### src/rtl/scan_sequencer_4x16.sv
// scan_sequencer_4x16
//   Time-multiplexed channel scanner for a 4-to-16 decoder. It walks a 4-bit
//   channel index through the set bits of a 16-bit enable mask. Each channel
//   is held for dwell+1 cycles. The scan runs either one-shot or continuously.
//
//   Build option: SCAN_SEQ_BLANK_EN inserts one en=0 cycle between consecutive
//   channel windows, including at a wrap, so the decoder breaks before it makes.
//
// Parameters
//   DWELL_W : width of the dwell count (default 8)
// Ports
//   clk    in   system clock, rising edge
//   rst_n  in   asynchronous active-low reset
//   start  in   begin a scan; only looked at while idle
//   stop   in   abort a scan; also wins over a simultaneous start
//   cont   in   1 = wrap forever, 0 = one-shot; latched at start
//   mask   in   [15:0] channel enable mask, bit i = channel i
//   dwell  in   [DWELL_W-1:0] hold time minus one, in cycles
//   a      out  [3:0] registered channel index
//   en     out  registered decoder enable
//   busy   out  high while a scan is in progress
//   done   out  one-cycle pulse at the end of a one-shot scan
//                (also pulsed by a start with an empty mask)
module scan_sequencer_4x16 #(
  parameter int DWELL_W = 8
) (
  input  logic               clk,
  input  logic               rst_n,
  input  logic               start,
  input  logic               stop,
  input  logic               cont,
  input  logic [15:0]        mask,
  input  logic [DWELL_W-1:0] dwell,
  output logic [3:0]         a,
  output logic               en,
  output logic               busy,
  output logic               done
);

`ifdef SCAN_SEQ_BLANK_EN
  typedef enum logic [1:0] {IDLE, ACTIVE, BLANK} state_t;
`else
  typedef enum logic [1:0] {IDLE, ACTIVE} state_t;
`endif

  state_t             state, state_d;
  logic [15:0]        mask_q, mask_d;
  logic [DWELL_W-1:0] dwell_q, dwell_d;
  logic               cont_q, cont_d;
  logic [DWELL_W-1:0] cnt, cnt_d;
  logic [3:0]         a_d;
  logic               en_d, busy_d, done_d;
  logic [15:0]        hi;

  // Index of the lowest set bit; 0 for an empty mask.
  function automatic logic [3:0] lowest(input logic [15:0] m);
    lowest = 4'd0;
    for (int i = 15; i >= 0; i--)
      if (m[i]) lowest = 4'(i);
  endfunction

  // Latched-mask channels strictly above the current one. When a is 15,
  // the shift wraps to zero and the mask below clears every bit.
  assign hi = mask_q & ~((16'd2 << a) - 16'd1);

  always_comb begin
    state_d = state;
    a_d     = a;
    en_d    = en;
    busy_d  = busy;
    done_d  = 1'b0;
    cnt_d   = cnt;
    mask_d  = mask_q;
    dwell_d = dwell_q;
    cont_d  = cont_q;
    case (state)
      IDLE: begin
        if (start && !stop) begin
          if (mask != 16'h0) begin
            mask_d  = mask;
            dwell_d = dwell;
            cont_d  = cont;
            a_d     = lowest(mask);
            en_d    = 1'b1;
            busy_d  = 1'b1;
            cnt_d   = '0;
            state_d = ACTIVE;
          end else begin
            done_d = 1'b1;
          end
        end
      end
      ACTIVE: begin
        if (stop) begin
          state_d = IDLE;
          en_d    = 1'b0;
          busy_d  = 1'b0;
        end else if (cnt != dwell_q) begin
          cnt_d = cnt + 1'b1;
        end else begin
          cnt_d = '0;
          if (hi != 16'h0) begin
            a_d = lowest(hi);
`ifdef SCAN_SEQ_BLANK_EN
            state_d = BLANK;
            en_d    = 1'b0;
`endif
          end else if (cont_q && mask != 16'h0) begin
            // Frame wrap: the only point besides start where new mask and
            // dwell values are taken.
            mask_d  = mask;
            dwell_d = dwell;
            a_d     = lowest(mask);
`ifdef SCAN_SEQ_BLANK_EN
            state_d = BLANK;
            en_d    = 1'b0;
`endif
          end else begin
            // One-shot finish, or a wrap onto an empty mask, which ends
            // the scan like a stop (no done pulse).
            state_d = IDLE;
            en_d    = 1'b0;
            busy_d  = 1'b0;
            done_d  = !cont_q;
          end
        end
      end
`ifdef SCAN_SEQ_BLANK_EN
      BLANK: begin
        if (stop) begin
          state_d = IDLE;
          busy_d  = 1'b0;
        end else begin
          state_d = ACTIVE;
          en_d    = 1'b1;
        end
      end
`endif
      default: begin
        state_d = IDLE;
        en_d    = 1'b0;
        busy_d  = 1'b0;
      end
    endcase
  end

  always_ff @(posedge clk or negedge rst_n) begin
    if (!rst_n) begin
      state   <= IDLE;
      a       <= 4'd0;
      en      <= 1'b0;
      busy    <= 1'b0;
      done    <= 1'b0;
      cnt     <= '0;
      mask_q  <= 16'h0;
      dwell_q <= '0;
      cont_q  <= 1'b0;
    end else begin
      state   <= state_d;
      a       <= a_d;
      en      <= en_d;
      busy    <= busy_d;
      done    <= done_d;
      cnt     <= cnt_d;
      mask_q  <= mask_d;
      dwell_q <= dwell_d;
      cont_q  <= cont_d;
    end
  end

endmodule
### config.mk
export PLATFORM = sky130hd
export DESIGN_NAME = scan_sequencer_4x16
export DESIGN_NICKNAME = d
export VERILOG_FILES = /design/src/rtl/scan_sequencer_4x16.sv
export SDC_FILE = /design/constraint.sdc
export NUM_CORES = 1
export LEC_CHECK = 0
export ABC_AREA = 1
export CORE_MARGIN = 4
export CORE_UTILIZATION = 51
export DETAILED_ROUTE_END_ITERATION = 10
export GPL_TIMING_DRIVEN = 0
export PLACE_DENSITY_LB_ADDON = 0.2
export SETUP_SLACK_MARGIN = 0.15
export SYNTH_ARGS = -nofsm -noshare
export SYNTH_HDL_FRONTEND = slang
export SYNTH_SLANG_ARGS = --single-unit
### constraint.sdc
create_clock -name clk -period 3.5 [get_ports clk]
set_clock_uncertainty 0.15 [all_clocks]
set_input_delay 0.525 -clock clk [delete_from_list [all_inputs] [get_ports clk]]
set_output_delay 0.525 -clock clk [all_outputs]
set_load 0.02 [all_outputs]
# Word-level counts from Yosys, hierarchy flattened

Cells that the tools add are included.

Bits in registers: 41
Logic and storage cells: 117
Memories: 0
Bits in writable memories: 0
Bits in read-only memories: 0
Output and inout bits: 7
Latch bits: 0
Input port bits: 29

Eq/ne operators: 12
Add/sub/neg operators: 2
$lt $le $gt $ge: 0
Divide/modulo/power cells: 0
Multipliers: 0
Muxes and demuxes: 79
Reductions and logical operators: 13
Bitwise operators: 2
Shift operators: 1

Operators by type and width:

| operator                                            | count |
|---|---|
| 2-to-1 mux 4 bit                                    | 38 |
| 2-to-1 mux 16 bit                                   | 6 |
| 2-to-1 mux 8 bit                                    | 10 |
| case mux 16 bit (2 select lines)                    | 1 |
| case mux 8 bit (2 select lines)                     | 2 |
| nonzero test 16 bit                                 | 2 |
| bitwise AND 16 bit                                  | 1 |
| inverter 16 bit                                     | 1 |
| left shift 2 x 4 -> 16 bit (first input constant)   | 1 |
| subtractor 16 x 1 -> 16 bit (second input constant) | 1 |
| 2-to-1 mux 1 bit                                    | 12 |
| 2-to-1 mux 2 bit                                    | 6 |
| != test 2 bit (second input constant)               | 6 |
| != test 3 bit (second input constant)               | 4 |
| adder 8 x 1 -> 8 bit (second input constant)        | 1 |
| != test 8 bit                                       | 1 |
| case mux 4 bit (2 select lines)                     | 1 |
| AND reduction 7 bit                                 | 1 |
| AND reduction 6 bit                                 | 1 |
| AND reduction 5 bit                                 | 1 |
| case mux 1 bit (2 select lines)                     | 2 |
| case mux 2 bit (2 select lines)                     | 1 |
| AND reduction 4 bit                                 | 1 |
| AND reduction 3 bit                                 | 1 |
| 5 further kinds                                     | 7 |

# Logic depth before layout (Yosys ltp)

Depth after elaboration: 24
Depth in mapped cells: 26
Gate-level depth less buffers: 25

# Worst setup path after synthesis

Ideal clock, no wire load.

Path kind: register to register
Start point: register a[2]
End point: register dwell_q[0]
Path buffers: 2
Stages on the path, launching flop included: 21
Period minus slack after synthesis: 2902 ps
Library setup time: 125 ps
Data required time: 3225 ps
Setup slack: 598 ps
Arrival time: 2627 ps
Cells stage by stage: dfrtp_1 > buf_6 > nor2_4 > inv_2 > nor2_1 > inv_1 > ha_1 > inv_1 > nand3_1 > nand2_1 > inv_2 > nand2_2 > nand2_1 > nor2_2 > nand2_2 > nand2_2 > nand2_4 > inv_6 > nand2_8 > buf_6 > mux2_4

Word-level cells in the longest chain between the ends: 7

Ends and longest elaborated chain:

| item                          | RTL line | text |
|---|---|---|
| start, declared               | 34       | `output logic [3:0] a,` |
| start signal, assigned        | 150      | `a <= 4'd0;` |
| start signal, assigned        | 160      | `a <= a_d;` |
| left shift 2 x 4 -> 16 bit    | 64       | `assign hi = mask_q & ~((16'd2 << a) - 16'd1);` |
| subtractor 16 x 1 -> 16 bit   | 64       |  |
| inverter 16 bit               | 64       |  |
| bitwise AND 16 bit            | 64       |  |
| nonzero test 16 bit           | 102      | `if (hi != 16'h0) begin` |
| != test 2 bit (no line)       | -        |  |
| AND reduction 7 bit (no line) | -        |  |
| end signal, assigned          | 166      | `dwell_q <= dwell_d;` |
| end, declared                 | 48       | `logic [DWELL_W-1:0] dwell_q, dwell_d;` |

No other way between the ends.
A chain may end at the register's enable or synchronous reset.

# Worst setup path after layout

Start point: register a[3]
End point: register dwell_q[0]

Same word-level chain as after synthesis.

==> results.md <==
- Crit start category: register
- RSZ-0062 raised after global routing: no
- Setup crit end kind: register
- Synthesized area: 0.00240 mm^2
- Largest net degree at the start of global routing: 39
- Post-synthesis cell count: 314
- Most frequent cells in the layout: nand2_1 (71), dfrtp_1 (38), inv_1 (35)
- Detailed placement HPWL: 4120 um
- Pleak: 1.39 nW
- Final #Nets: 387
- Cell Pwr Density: 792 mW/mm^2
- Routed length per instance: 12.8 um
- Port Buffer Count: 35
- Slew @ Worst Pin: 833 ps
- DR iter-0 viols: 101
- Drt pass-1 iters: 4
- Initial Util: 54.1%
- CP Class: reg2reg
- Drt drc: 0
- Final TNS setup: 0 ps
- Synth Register Bits: 38
- H-tree depth: 2
- Share of post-route cells with drive strength above 1: 16.5%
- Yosys warns: 0
- Final worst slack: 426 ps
- Post-detailed-route count of antenna-violating nets: 0
- Die Area: 0.00588 mm^2
- Vias per inst: 5.35
- Hold violation total from the final report: 0
- Share of the cycle needed by the critical path after routing: 87.8%
- CP arrival: 3100 ps
- Clk sinks: 38
- Post-synth top area cell: dfrtp_1
- Finished Core Util: 65.5%
- Commonest non-fill, non-tap cell in the layout: nand2_1
- Final Critical Period: 3070 ps
- Clk buf depth: 2
- # hold bufs at CTS: 0
- Syn_nets: 345
- Fmax: 325 MHz
- Worst-Skew Late Latency: 290 ps
- Syn avg cell area: 7.65 um^2
- Routed vias: 2,189
- Slew Viols, Final: 0
- Synth top area share: 39.6%
- Row Count: 24
- Max cap viols: 0
- First-pass GRT wire length: 8740 um
- Largest cells by area after synthesis: dfrtp_1 (40%), nand2_1 (11%), inv_1 (5.5%)
- WP data required: 3530 ps
- Area Growth Syn to Fin: 21.1%
- Setup Slack @ Placement: 277 ps
- CTS clk-pin slew, worst paths: 70 ps
- Detailed Route WL: 5230 um
- Initial antenna violation count: 0
- Resized Gates After CTS: 0
- Postcts setup bufs: 0
- Final setup viols: 0
- Sequential cell area fraction in the yosys report: 39.6%
- Gp weighted congestion: 0.862
- Die H: 76.7 um
- Peak VDD IR: 0.352 mV
- Outcome: finished, final reports clean
- GR Overflow Total: 0
- Synth cell types: 38
- CP max FO: 10
- Min-Delay Path Class: in2async
- # IOs: 36
- Diodes inserted: 0
- Total GRT Usage: 18.4%
- Vias in the first global route: 1,994
- Rel. slew slack: 44.5%
- Core Area: 0.00444 mm^2
- Hold slack final: 179 ps
- CTS buffer count: 5
- Clk root buf: clkbuf_8
- Die width: 76.7 um
- TritonCTS clock tree: done
==> state kept, by name, summed over array words and instances (netlist names) <==
signal   cells
dwell_q      8
mask_q      15
done         1
cont_q       1
cnt          8
busy         1
a            4
==> where the power goes <==
group          internal, mW  switching [mW]  total (mW)
registers             0.608           0.155       0.763
clock network         0.159           0.151       0.310
logic                 0.506           0.726        1.23
==> path summary, 6_finish.rpt <==
check	cells past startpoint	from	slack, ps	to
max	17	a[3]$_DFFE_PN0P_	430	dwell_q[0]$_DFFE_PN0P_
min	1	rst_n	180	dwell_q[7]$_DFFE_PN0P_
max reg2reg	17	a[3]$_DFFE_PN0P_	430	dwell_q[0]$_DFFE_PN0P_
min reg2reg	2	mask_q[12]$_DFFE_PN0P_	350	mask_q[12]$_DFFE_PN0P_
max in group asynchronous	1	rst_n	2490	a[0]$_DFFE_PN0P_
min in group clk	2	mask_q[12]$_DFFE_PN0P_	350	mask_q[12]$_DFFE_PN0P_
==> cell usage after synthesis (all sizes together) <==
| library cell | n |
|---|---|
| nor3 | 8 |
| xor2 | 2 |
| xnor2 | 4 |
| nand4 | 6 |
| or2 | 2 |
| and3 | 3 |
| mux2 | 9 |
| o21ai | 32 |
| o21bai | 1 |
| ha | 2 |
| a31oi | 4 |
| nor3b | 1 |
| o211ai | 2 |
| o31ai | 2 |
| dfrtp | 38 |
| inv | 43 |
| a21oi | 13 |
| buf | 5 |
| nor2 | 29 |
| nand2 | 84 |
| o311ai | 1 |
| nand3 | 23 |
==> cell families after synthesis <==
group	Yosys count	synth area share (%)
XOR/XNOR	6	2.19
multiplexers	9	4.53
AND/OR/NAND/NOR	156	31.1
AO/OA/AOI/OAI	55	12.8
adder cells (fa/ha/maj)	2	1.04
flip-flops	38	39.6
buffers and inverters	48	8.80
==> through the flow <==
stage	area, um^2	power (mW)	instances
3_3_place_gp	2820	1.97	401
5_1_grt	2910	2.51	409
4_1_cts	2910	2.31	409
6_report	2910	2.31	409
2_1_floorplan	2400	1.69	314
3_5_place_dp	2810	1.99	401
==> cell type report <==
cell class              instances  area [um^2]
flip-flops and latches         38          951
clock buffers                   7         86.3
well taps                      52         65.1
fillers                       386         1530
repair buffers                 35          345
plain buffers                   5         42.5
inverters                      43          169
multi-input cells             228         1250
clock inverters                 1         5.00
==> worst max-delay path: stages, from the launching register on <==
cell and delay (ps):
dfrtp_1 480, nor2_4 220, inv_2 70, nor2_2 190
inv_1 70, ha_1 270, inv_1 150, nand3_1 100
nand3_1 150, nand2_1 70, nor2_1 160, nand2_1 100
nand2_2 100, nand2_4 80, inv_6 80, nand2_8 80
buf_6 170, mux2_4 290
==> per-layer routing <==
metal,GRT usage [%],wire length [um],up-vias
met4,6.16,71,0
met3,4.10,176,7
met5,0,0,-
met2,31.6,2600,31
li1,-,-,1121
met1,22.8,2380,1030
No activity file was read; power rests on OpenSTA's default activity.
